**src/rtl/prio_arbiter_if.sv**
```systemverilog
// Request/grant bundle between requesters and the fixed/rotating priority arbiter.
interface prio_arbiter_if;
    logic [3:0] req;
    logic [3:0] gnt;
    logic [1:0] gnt_idx;
    logic       gnt_valid;

    modport master (output req, input gnt, gnt_idx, gnt_valid);
    modport slave  (input req, output gnt, gnt_idx, gnt_valid);
endinterface

```
**src/rtl/prio_arbiter.sv**
```systemverilog
// Registered 4-way arbiter with ownership hold and optional MAX_HOLD preemption.
// Define PRIO_ARB_ROUND_ROBIN_EN for rotating priority; default is fixed 3>2>1>0.
module prio_arbiter #(
    parameter int MAX_HOLD = 16
) (
    input  logic          clk,
    input  logic          rst_n,
    prio_arbiter_if.slave bus
);
    localparam int HW = (MAX_HOLD == 0) ? 1 : $clog2(MAX_HOLD + 1);
    localparam logic [HW-1:0] HOLD_MAX = HW'(MAX_HOLD);
    localparam logic [HW-1:0] HOLD_ONE = HW'(1);

    typedef enum logic {IDLE, BUSY} state_e;

    state_e        state_q, state_d;
    logic [3:0]    gnt_q, gnt_d;
    logic [1:0]    idx_q, idx_d;
    logic [HW-1:0] hold_q, hold_d;

    logic [3:0] masked;
    logic [1:0] win_req;
    logic [1:0] win_msk;
    logic       new_grant;
    logic [1:0] new_idx;

    assign masked = bus.req & ~gnt_q;

`ifdef PRIO_ARB_ROUND_ROBIN_EN
    logic [1:0] last_q, last_d;

    // Search starts just below the last owner and wraps, so the last owner is tried last.
    function automatic logic [1:0] win(input logic [3:0] c, input logic [1:0] last);
        logic [1:0] k;
        win = 2'd0;
        for (int i = 4; i >= 1; i--) begin
            k = last - 2'(i);
            if (c[k]) win = k;
        end
    endfunction

    assign win_req = win(bus.req, last_q);
    assign win_msk = win(masked, last_q);
`else
    function automatic logic [1:0] win(input logic [3:0] c);
        win = 2'd0;
        priority case (1'b1)
            c[3]:    win = 2'd3;
            c[2]:    win = 2'd2;
            c[1]:    win = 2'd1;
            default: win = 2'd0;
        endcase
    endfunction

    assign win_req = win(bus.req);
    assign win_msk = win(masked);
`endif

    always_comb begin
        state_d   = state_q;
        gnt_d     = gnt_q;
        idx_d     = idx_q;
        hold_d    = hold_q;
        new_grant = 1'b0;
        new_idx   = idx_q;
`ifdef PRIO_ARB_ROUND_ROBIN_EN
        last_d    = last_q;
`endif
        unique case (state_q)
            IDLE: begin
                if (|bus.req) begin
                    new_grant = 1'b1;
                    new_idx   = win_req;
                end
            end
            BUSY: begin
                if (bus.req[idx_q]) begin
                    if (MAX_HOLD == 0 || hold_q < HOLD_MAX) begin
                        if (hold_q != '1) hold_d = hold_q + HOLD_ONE;
                    end else if (|masked) begin
                        new_grant = 1'b1;
                        new_idx   = win_msk;
                    end else begin
                        hold_d = HOLD_ONE;
                    end
                end else if (|bus.req) begin
                    new_grant = 1'b1;
                    new_idx   = win_req;
                end else begin
                    state_d = IDLE;
                    gnt_d   = 4'b0000;
                    idx_d   = 2'd0;
                    hold_d  = '0;
                end
            end
            default: state_d = IDLE;
        endcase
        if (new_grant) begin
            state_d = BUSY;
            gnt_d   = 4'b0001 << new_idx;
            idx_d   = new_idx;
            hold_d  = HOLD_ONE;
`ifdef PRIO_ARB_ROUND_ROBIN_EN
            last_d  = new_idx;
`endif
        end
    end

    always_ff @(posedge clk or negedge rst_n) begin
        if (!rst_n) begin
            state_q <= IDLE;
            gnt_q   <= 4'b0000;
            idx_q   <= 2'd0;
            hold_q  <= '0;
`ifdef PRIO_ARB_ROUND_ROBIN_EN
            last_q  <= 2'd0;
`endif
        end else begin
            state_q <= state_d;
            gnt_q   <= gnt_d;
            idx_q   <= idx_d;
            hold_q  <= hold_d;
`ifdef PRIO_ARB_ROUND_ROBIN_EN
            last_q  <= last_d;
`endif
        end
    end

    assign bus.gnt       = gnt_q;
    assign bus.gnt_idx   = idx_q;
    assign bus.gnt_valid = |gnt_q;
endmodule
```
**src/flat_wrapper.sv**
```systemverilog
// flat-port wrapper written by rule: the top's interface ports become plain ports
module prio_arbiter_flat 
#(
    parameter int MAX_HOLD = 16
)
  (clk, rst_n, bus_req, bus_gnt, bus_gnt_idx, bus_gnt_valid);
  prio_arbiter_if bus_i ();
  input  logic clk;
  input  logic rst_n;
  input wire logic [$bits(bus_i.req)-1:0] bus_req;
  output wire logic [$bits(bus_i.gnt)-1:0] bus_gnt;
  output wire logic [$bits(bus_i.gnt_idx)-1:0] bus_gnt_idx;
  output wire logic [$bits(bus_i.gnt_valid)-1:0] bus_gnt_valid;
  assign bus_i.req = bus_req;
  assign bus_gnt = bus_i.gnt;
  assign bus_gnt_idx = bus_i.gnt_idx;
  assign bus_gnt_valid = bus_i.gnt_valid;
  prio_arbiter #(.MAX_HOLD(MAX_HOLD)) u_core (.clk(clk), .rst_n(rst_n), .bus(bus_i));
endmodule
```
**config.mk**
```make
export PLATFORM = sky130hd
export DESIGN_NAME = prio_arbiter_flat
export DESIGN_NICKNAME = d
export VERILOG_FILES = /design/src/rtl/prio_arbiter_if.sv /design/src/rtl/prio_arbiter.sv /design/src/flat_wrapper.sv
export SDC_FILE = /design/constraint.sdc
export NUM_CORES = 1
export LEC_CHECK = 0
export CAP_MARGIN = 10
export CORE_MARGIN = 3
export CORE_UTILIZATION = 45
export CTS_CLUSTER_SIZE = 10
export DETAILED_ROUTE_END_ITERATION = 7
export HOLD_SLACK_MARGIN = 0.08
export PLACE_DENSITY = 0.7
export SYNTH_ARGS = -nofsm -noshare
export SYNTH_HDL_FRONTEND = slang
export SYNTH_SLANG_ARGS = --single-unit
export TNS_END_PERCENT = 5
```
**constraint.sdc**
```tcl
create_clock -name clk -period 4.4 [get_ports clk]
set_input_delay 0.88 -clock clk [delete_from_list [all_inputs] [get_ports clk]]
set_output_delay 0.88 -clock clk [all_outputs]
set_load 0.005 [all_outputs]
```
==> impl_metrics.env, run 1 <==
export IMPL_cts_buffer_depth=2
export IMPL_post_dp_hpwl_um=1191
export IMPL_grt_max_degree=18
export IMPL_crit_path_start_kind="flop"
export IMPL_synthCells=68
export IMPL_ys_seq_area_share_pct=41.59
export IMPL_worst_slack_ps=1854
export IMPL_critPathTopFamily="simple AND/OR/NAND/NOR gates"
export IMPL_p_sw_share_pct=35.76
export IMPL_ctsResizeCount=0
export IMPL_slew_headroom_pct=64.60
export IMPL_fmax_mhz=392.7
export IMPL_row_count=13
export IMPL_rsz0062_at_grt="false"
export IMPL_num_antenna_cells=0
export IMPL_seq_power_share_pct=35.1
export IMPL_post_dp_cell_area_um2=852.1
export IMPL_slowest_delay_ps=510
export IMPL_pin_count=13
export IMPL_grt_pass1_vias=623
export IMPL_clk_insertion_delay_late_ps=280
export IMPL_synth_area_leader_cell="dfrtp_1"
export IMPL_start_util_pct=51.61
export IMPL_route_detailed_drc=0
export IMPL_cts_hold_buf=0
export IMPL_endpoint_kind="output port"
export IMPL_nets=90
export IMPL_synth_area_um2=721.9
export IMPL_antenna_found_initial=0
export IMPL_h_tree_depth=1
export IMPL_layout_drive_gt1_share_pct=13.41
export IMPL_maxSlewViolCount=0
export IMPL_cts_setup_buffers=0
export IMPL_grt_pass1_wl_um=2884
export IMPL_ys_ff_latch=12
export IMPL_ir_drop_uv=312.9
export IMPL_fin_crit_sh_pct=57.87
export IMPL_core_mm2=0.001399
export IMPL_finalSetupTns_ps=0
export IMPL_gp_congestion=0.7984
export IMPL_ys_async_sr_fraction_pct=100.0
export IMPL_synthTopCellsByArea="dfrtp_1 (42%), a22o_1 (6.1%), o41ai_4 (3.8%), nor2b_1 (3.5%), mux4_2 (3.1%)"
export IMPL_cts_tree="built"
export IMPL_synth_common_cells="dfrtp_1 (12), a22o_1 (5), nor2_1 (5)"
export IMPL_antenna_left=0
export IMPL_overflow=0
export IMPL_dr_pass1_iters=4
export IMPL_syn_to_final_growth_pct=23.05
export IMPL_yosysTopAreaCellShare_pct=41.59
export IMPL_finalClockSkew_ps=3.403
export IMPL_yosysMostFrequentCell="dfrtp_1"
export IMPL_path_cells="or4_1, clkdlybuf4s50_1"
export IMPL_cts_buffers=3
export IMPL_period_minus_slack_ps=2546
export IMPL_dp_worst_setup_slack_ps=1604
export IMPL_synth_cell_type_count=34
export IMPL_status="completed"
export IMPL_via_per_inst=6.433
export IMPL_portBuffers=12
export IMPL_gr_usage_all_layers_pct=19.02
export IMPL_leakage_nw=0.3822
export IMPL_crit_fanout=4
export IMPL_synth_edf_count=0
export IMPL_netSwitchingPower_uw=175.3
export IMPL_wl_per_cell_um=16.93
export IMPL_ys_warn_count=0
export IMPL_path_class="flop to output port"
export IMPL_final_area_um2=888.4
export IMPL_synth_area_per_cell_um2=10.62
export IMPL_wl_um=1642
export IMPL_power_frac_comb_pct=46.5
export IMPL_pwr_share_clk_pct=18.4
export IMPL_final_core_util_pct=63.51
export IMPL_path_buf_inv=1
export IMPL_p_per_area_mw_per_mm2=551.9
export IMPL_cts_sinks=12
export IMPL_vias=624
export IMPL_drtIter0Drc=19
export IMPL_cts_root_buf="clkbuf_4"
export IMPL_hold_viol=0
export IMPL_slowest_stage="or4_1"
export IMPL_intPower_uw=315.0
export IMPL_hp_class="flop to flop"
export IMPL_worstPathArrival_ps=1670
export IMPL_syn_nets=75
export IMPL_finalSetupViolCount=0
export IMPL_maxCapViolations=0
export IMPL_die_area_mm2=0.002121
export IMPL_clkSlewWorstSetupHoldPaths_ps=80
export IMPL_hold_ws_ps=522.5
export IMPL_die_y_um=46.06
export IMPL_worstMarginPinSlew_ps=524.1
export IMPL_critPathRequiredTime_ps=3520
export IMPL_synth_ff_type="dfrtp_1"
export IMPL_die_w_um=46.06
## area by class of cell
class                           count  area, um2
Tap cell                           15      18.77
Sequential cell                    12      300.3
Timing Repair Buffer               12      120.1
Inverter                            2      7.507
Clock buffer                        4      36.28
Fill cell                         125      510.5
Multi-Input combinational cell     52      405.4
## metrics by stage
step	power, mW	instances
CTS	0.4923	97
finish	0.4903	97
global route	0.5261	97
global placement	0.3994	93
detailed placement	0.4010	93
floorplan	0.3036	68
## worst paths after layout
| kind | to | slack, ps | cells past startpoint | startpoint |
|---|---|---|---|---|
| min reg2reg | u_core.bus.gnt_idx[1]$_DFFE_PN0P_ | 520 | 1 | u_core.bus.gnt_idx[1]$_DFFE_PN0P_ |
| min in group asynchronous | u_core.bus.gnt[0]$_DFFE_PN0P_ | 950 | 1 | rst_n |
| max reg2reg | u_core.bus.gnt[2]$_DFFE_PN0P_ | 2540 | 4 | u_core.bus.gnt_idx[0]$_DFFE_PN0P_ |
| max in group asynchronous | u_core.hold_q[0]$_DFFE_PN0P_ | 3100 | 1 | rst_n |
| min | u_core.bus.gnt_idx[1]$_DFFE_PN0P_ | 520 | 1 | u_core.bus.gnt_idx[1]$_DFFE_PN0P_ |
| max | bus_gnt_valid | 1850 | 2 | u_core.bus.gnt[0]$_DFFE_PN0P_ |
## power by group through the flow
stage | sequential, mW | combinational, mW | clock, mW
final | 0.172 | 0.228 | 0.0903
after global routing | 0.182 | 0.248 | 0.0960
after CTS | 0.173 | 0.227 | 0.0918
after detailed placement | 0.175 | 0.226 | 0
after global placement | 0.174 | 0.226 | 0
after floorplan | 0.169 | 0.135 | 0
## routing by layer
metal / global-route usage, % / routed length [um]
met4: 8.523 / 23
met3: 3.125 / 106
met1: 29.40 / 834
met5: 0 / 0
met2: 25.27 / 677
## sequential cells by signal (all words and copies together) (netlist names)
name / count
u_core.hold_q: 5
u_core.bus.gnt: 4
u_core.state_q: 1
u_core.bus.gnt_idx: 2
## cells by family after synthesis
family	synth area share, %
AOI/OAI and AO/OA	32.06
adders and majority gates	1.733
muxes	3.119
and+or+nand+nor	19.24
buffers and inverters	2.252
DFF	41.59
## cells in the final DEF (no fill, tap or decap), types with 2 or more instances in the layout
cell type,n
o21ai_0,2
nand4_1,2
clkdlybuf4s50_1,12
nand2_1,4
nand2b_1,3
nor2_1,5
dfrtp_1,12
a2111oi_0,2
nor2b_1,4
inv_1,2
and3_1,2
a21oi_1,3
a22o_1,5
clkbuf_4,3
Power figures use the tool's default switching activity.
==> run 2: changes to the inputs <==
Settings changed: PLACE_DENSITY 0.7 to 0.73.
Clock period 4.4 ns to 2.15 ns, I/O delays scaled along.
==> impl_metrics.env, run 2 (synthesis gave the netlist of run 1 again) <==
export IMPL_status="completed"
export IMPL_route_detailed_drc=0
export IMPL_gp_congestion=0.8540
export IMPL_die_w_um=46.06
export IMPL_cts_buffers=3
export IMPL_start_util_pct=51.61
export IMPL_cts_root_buf="clkbuf_4"
export IMPL_regToRegSetupSlack_ps=320
export IMPL_top_register="u_core.hold_q"
export IMPL_rsz0062_at_grt="false"
export IMPL_core_mm2=0.001399
export IMPL_cts_buffer_depth=2
export IMPL_drtIter0Drc=10
export IMPL_cts_hold_buf=0
export IMPL_largest_register_ffs=5
export IMPL_wl_um=1735
export IMPL_h_tree_depth=1
export IMPL_layout_drive_gt1_share_pct=21.11
export IMPL_overflow=0
export IMPL_hold_viol=0
export IMPL_portBuffers=12
export IMPL_finalSetupViolCount=0
export IMPL_dp_worst_setup_slack_ps=-164.1
export IMPL_fin_crit_sh_pct=94.57
export IMPL_mostFrequentLayoutCells="dfrtp_1 (12), clkdlybuf4s50_1 (11), buf_4 (8)"
export IMPL_row_count=13
export IMPL_worstPathArrival_ps=2260
export IMPL_crit_fanout=6
export IMPL_cts_tree="built"
export IMPL_maxSlewViolCount=0
export IMPL_place_inst=100
export IMPL_die_area_mm2=0.002121
export IMPL_worst_slack_ps=116.8
export IMPL_antenna_left=0
export IMPL_vias=656
export IMPL_layout_commonest_cell="dfrtp_1"
export IMPL_stdcell_count=105
export IMPL_clkSlewWorstSetupHoldPaths_ps=90
export IMPL_fmax_mhz=491.8
export IMPL_r2r_end="u_core.bus.gnt[1]$_DFFE_PN0P_"
export IMPL_path_class="primary input to flop"
export IMPL_num_antenna_cells=0
export IMPL_pin_count=13
export IMPL_dr_pass1_iters=4
export IMPL_period_minus_slack_ps=2033
export IMPL_critPathRequiredTime_ps=2380
export IMPL_reg2reg_from="u_core.bus.gnt_idx[0]$_DFFE_PN0P_"
export IMPL_syn_to_final_growth_pct=31.72
export IMPL_grt_max_degree=18
export IMPL_antenna_found_initial=0
export IMPL_wl_per_cell_um=16.52
export IMPL_endpoint_kind="flop"
export IMPL_leakage_nw=0.4283
export IMPL_grt_pass1_vias=638
export IMPL_cts_sinks=12
export IMPL_reg2reg_depth=4
export IMPL_grt_pass1_wl_um=2925
export IMPL_via_per_inst=6.248
export IMPL_fillers=113
export IMPL_clk_insertion_delay_late_ps=290
export IMPL_nets=98
export IMPL_maxCapViolations=0
export IMPL_worstMarginPinSlew_ps=555.5
export IMPL_hp_class="primary input to async pin"
export IMPL_final_core_util_pct=67.98
export IMPL_finalClockSkew_ps=4.545
export IMPL_crit_path_start_kind="primary input"
export IMPL_p_per_area_mw_per_mm2=1119
export IMPL_post_dp_hpwl_um=1299
export IMPL_die_y_um=46.06
export IMPL_ir_drop_uv=875.3
export IMPL_gr_usage_all_layers_pct=19.95
export IMPL_slew_headroom_pct=62.85
run 2: changes by cell type in the layout (fill, tap and decap cells not counted), sizes merged:
cell / change
buf: +8
clkdlybuf4s50: -1
dlymetal6s2s: +1
run 2: final cells by class:
| type | count | area, um2 | share of cell area (%) |
|---|---|---|---|
| clock buffer | 4 | 36.28 | 3.816 |
| inverter | 2 | 7.507 | 0.7895 |
| multi-input combinational | 52 | 405.4 | 42.63 |
| sequential | 12 | 300.3 | 31.58 |
| tap | 15 | 18.77 | 1.974 |
| timing repair buffer | 20 | 182.7 | 19.21 |
run 2: report_power, final:
group | internal (mW) | switching (mW)
Combinational | 0.303 | 0.221
Sequential | 0.289 | 0.0604
Clock | 0.103 | 0.0875
Total | 0.695 | 0.369
run 2: critical path, cell delays in order:
cell and delay (ps):
clkdlybuf4s50_1 490, mux4_2 550, a2111oi_1 480, a41o_1 170
a22o_1 130
run 2: metrics by stage:
| stage | instance area (um2) | total power [mW] | hold slack, ps | TNS (ps) |
|---|---|---|---|---|
| after floorplan | 721.9 | 0.6213 | 134.4 | 0 |
| after global placement | 904.6 | 0.8677 | 525.6 | -866.6 |
| after detailed placement | 904.6 | 0.8768 | 532.6 | -1167 |
| after CTS | 940.9 | 1.070 | 519.7 | 0 |
| after global routing | 950.9 | 1.139 | 527.0 | 0 |
| final | 950.9 | 1.064 | 494.9 | 0 |
run 2: how the worst max path moves through the flow:
stage,depth (start not counted),end,slack (ps),start
after floorplan,4,u_core.bus.gnt[1]$_DFFE_PN0P_,400,bus_req[3]
after global placement,5,u_core.bus.gnt_idx[0]$_DFFE_PN0P_,-150,bus_req[1]
after detailed placement,5,u_core.hold_q[2]$_DFFE_PN0P_,-160,bus_req[1]
after CTS,2,bus_gnt_valid,20,u_core.bus.gnt[1]$_DFFE_PN0P_
after global routing,5,u_core.hold_q[3]$_DFFE_PN0P_,60,bus_req[1]
final,5,u_core.bus.gnt[1]$_DFFE_PN0P_,120,bus_req[1]
run 2: metal layers:
layer | part of all wire (%) | up-vias | global-route usage [%]
met1 | 50 | 326 | 27.76
met2 | 44 | 13 | 29.95
met5 | 0 | - | 0
li1 | - | 312 | -
met3 | 3.9 | 5 | 2.734
met4 | 2.1 | 0 | 10.23
run 2: timing repair:
action,4_1_cts,5_1_grt
resized for setup,0,1
endpoints found under the setup margin,0,1
setup buffers,0,1
==> run 3: changes to the inputs <==
Settings changed: CTS_CLUSTER_SIZE 10 to default.
==> results of run 3 <==
The final DEF is identical to that of run 2; final timing and power are the same.
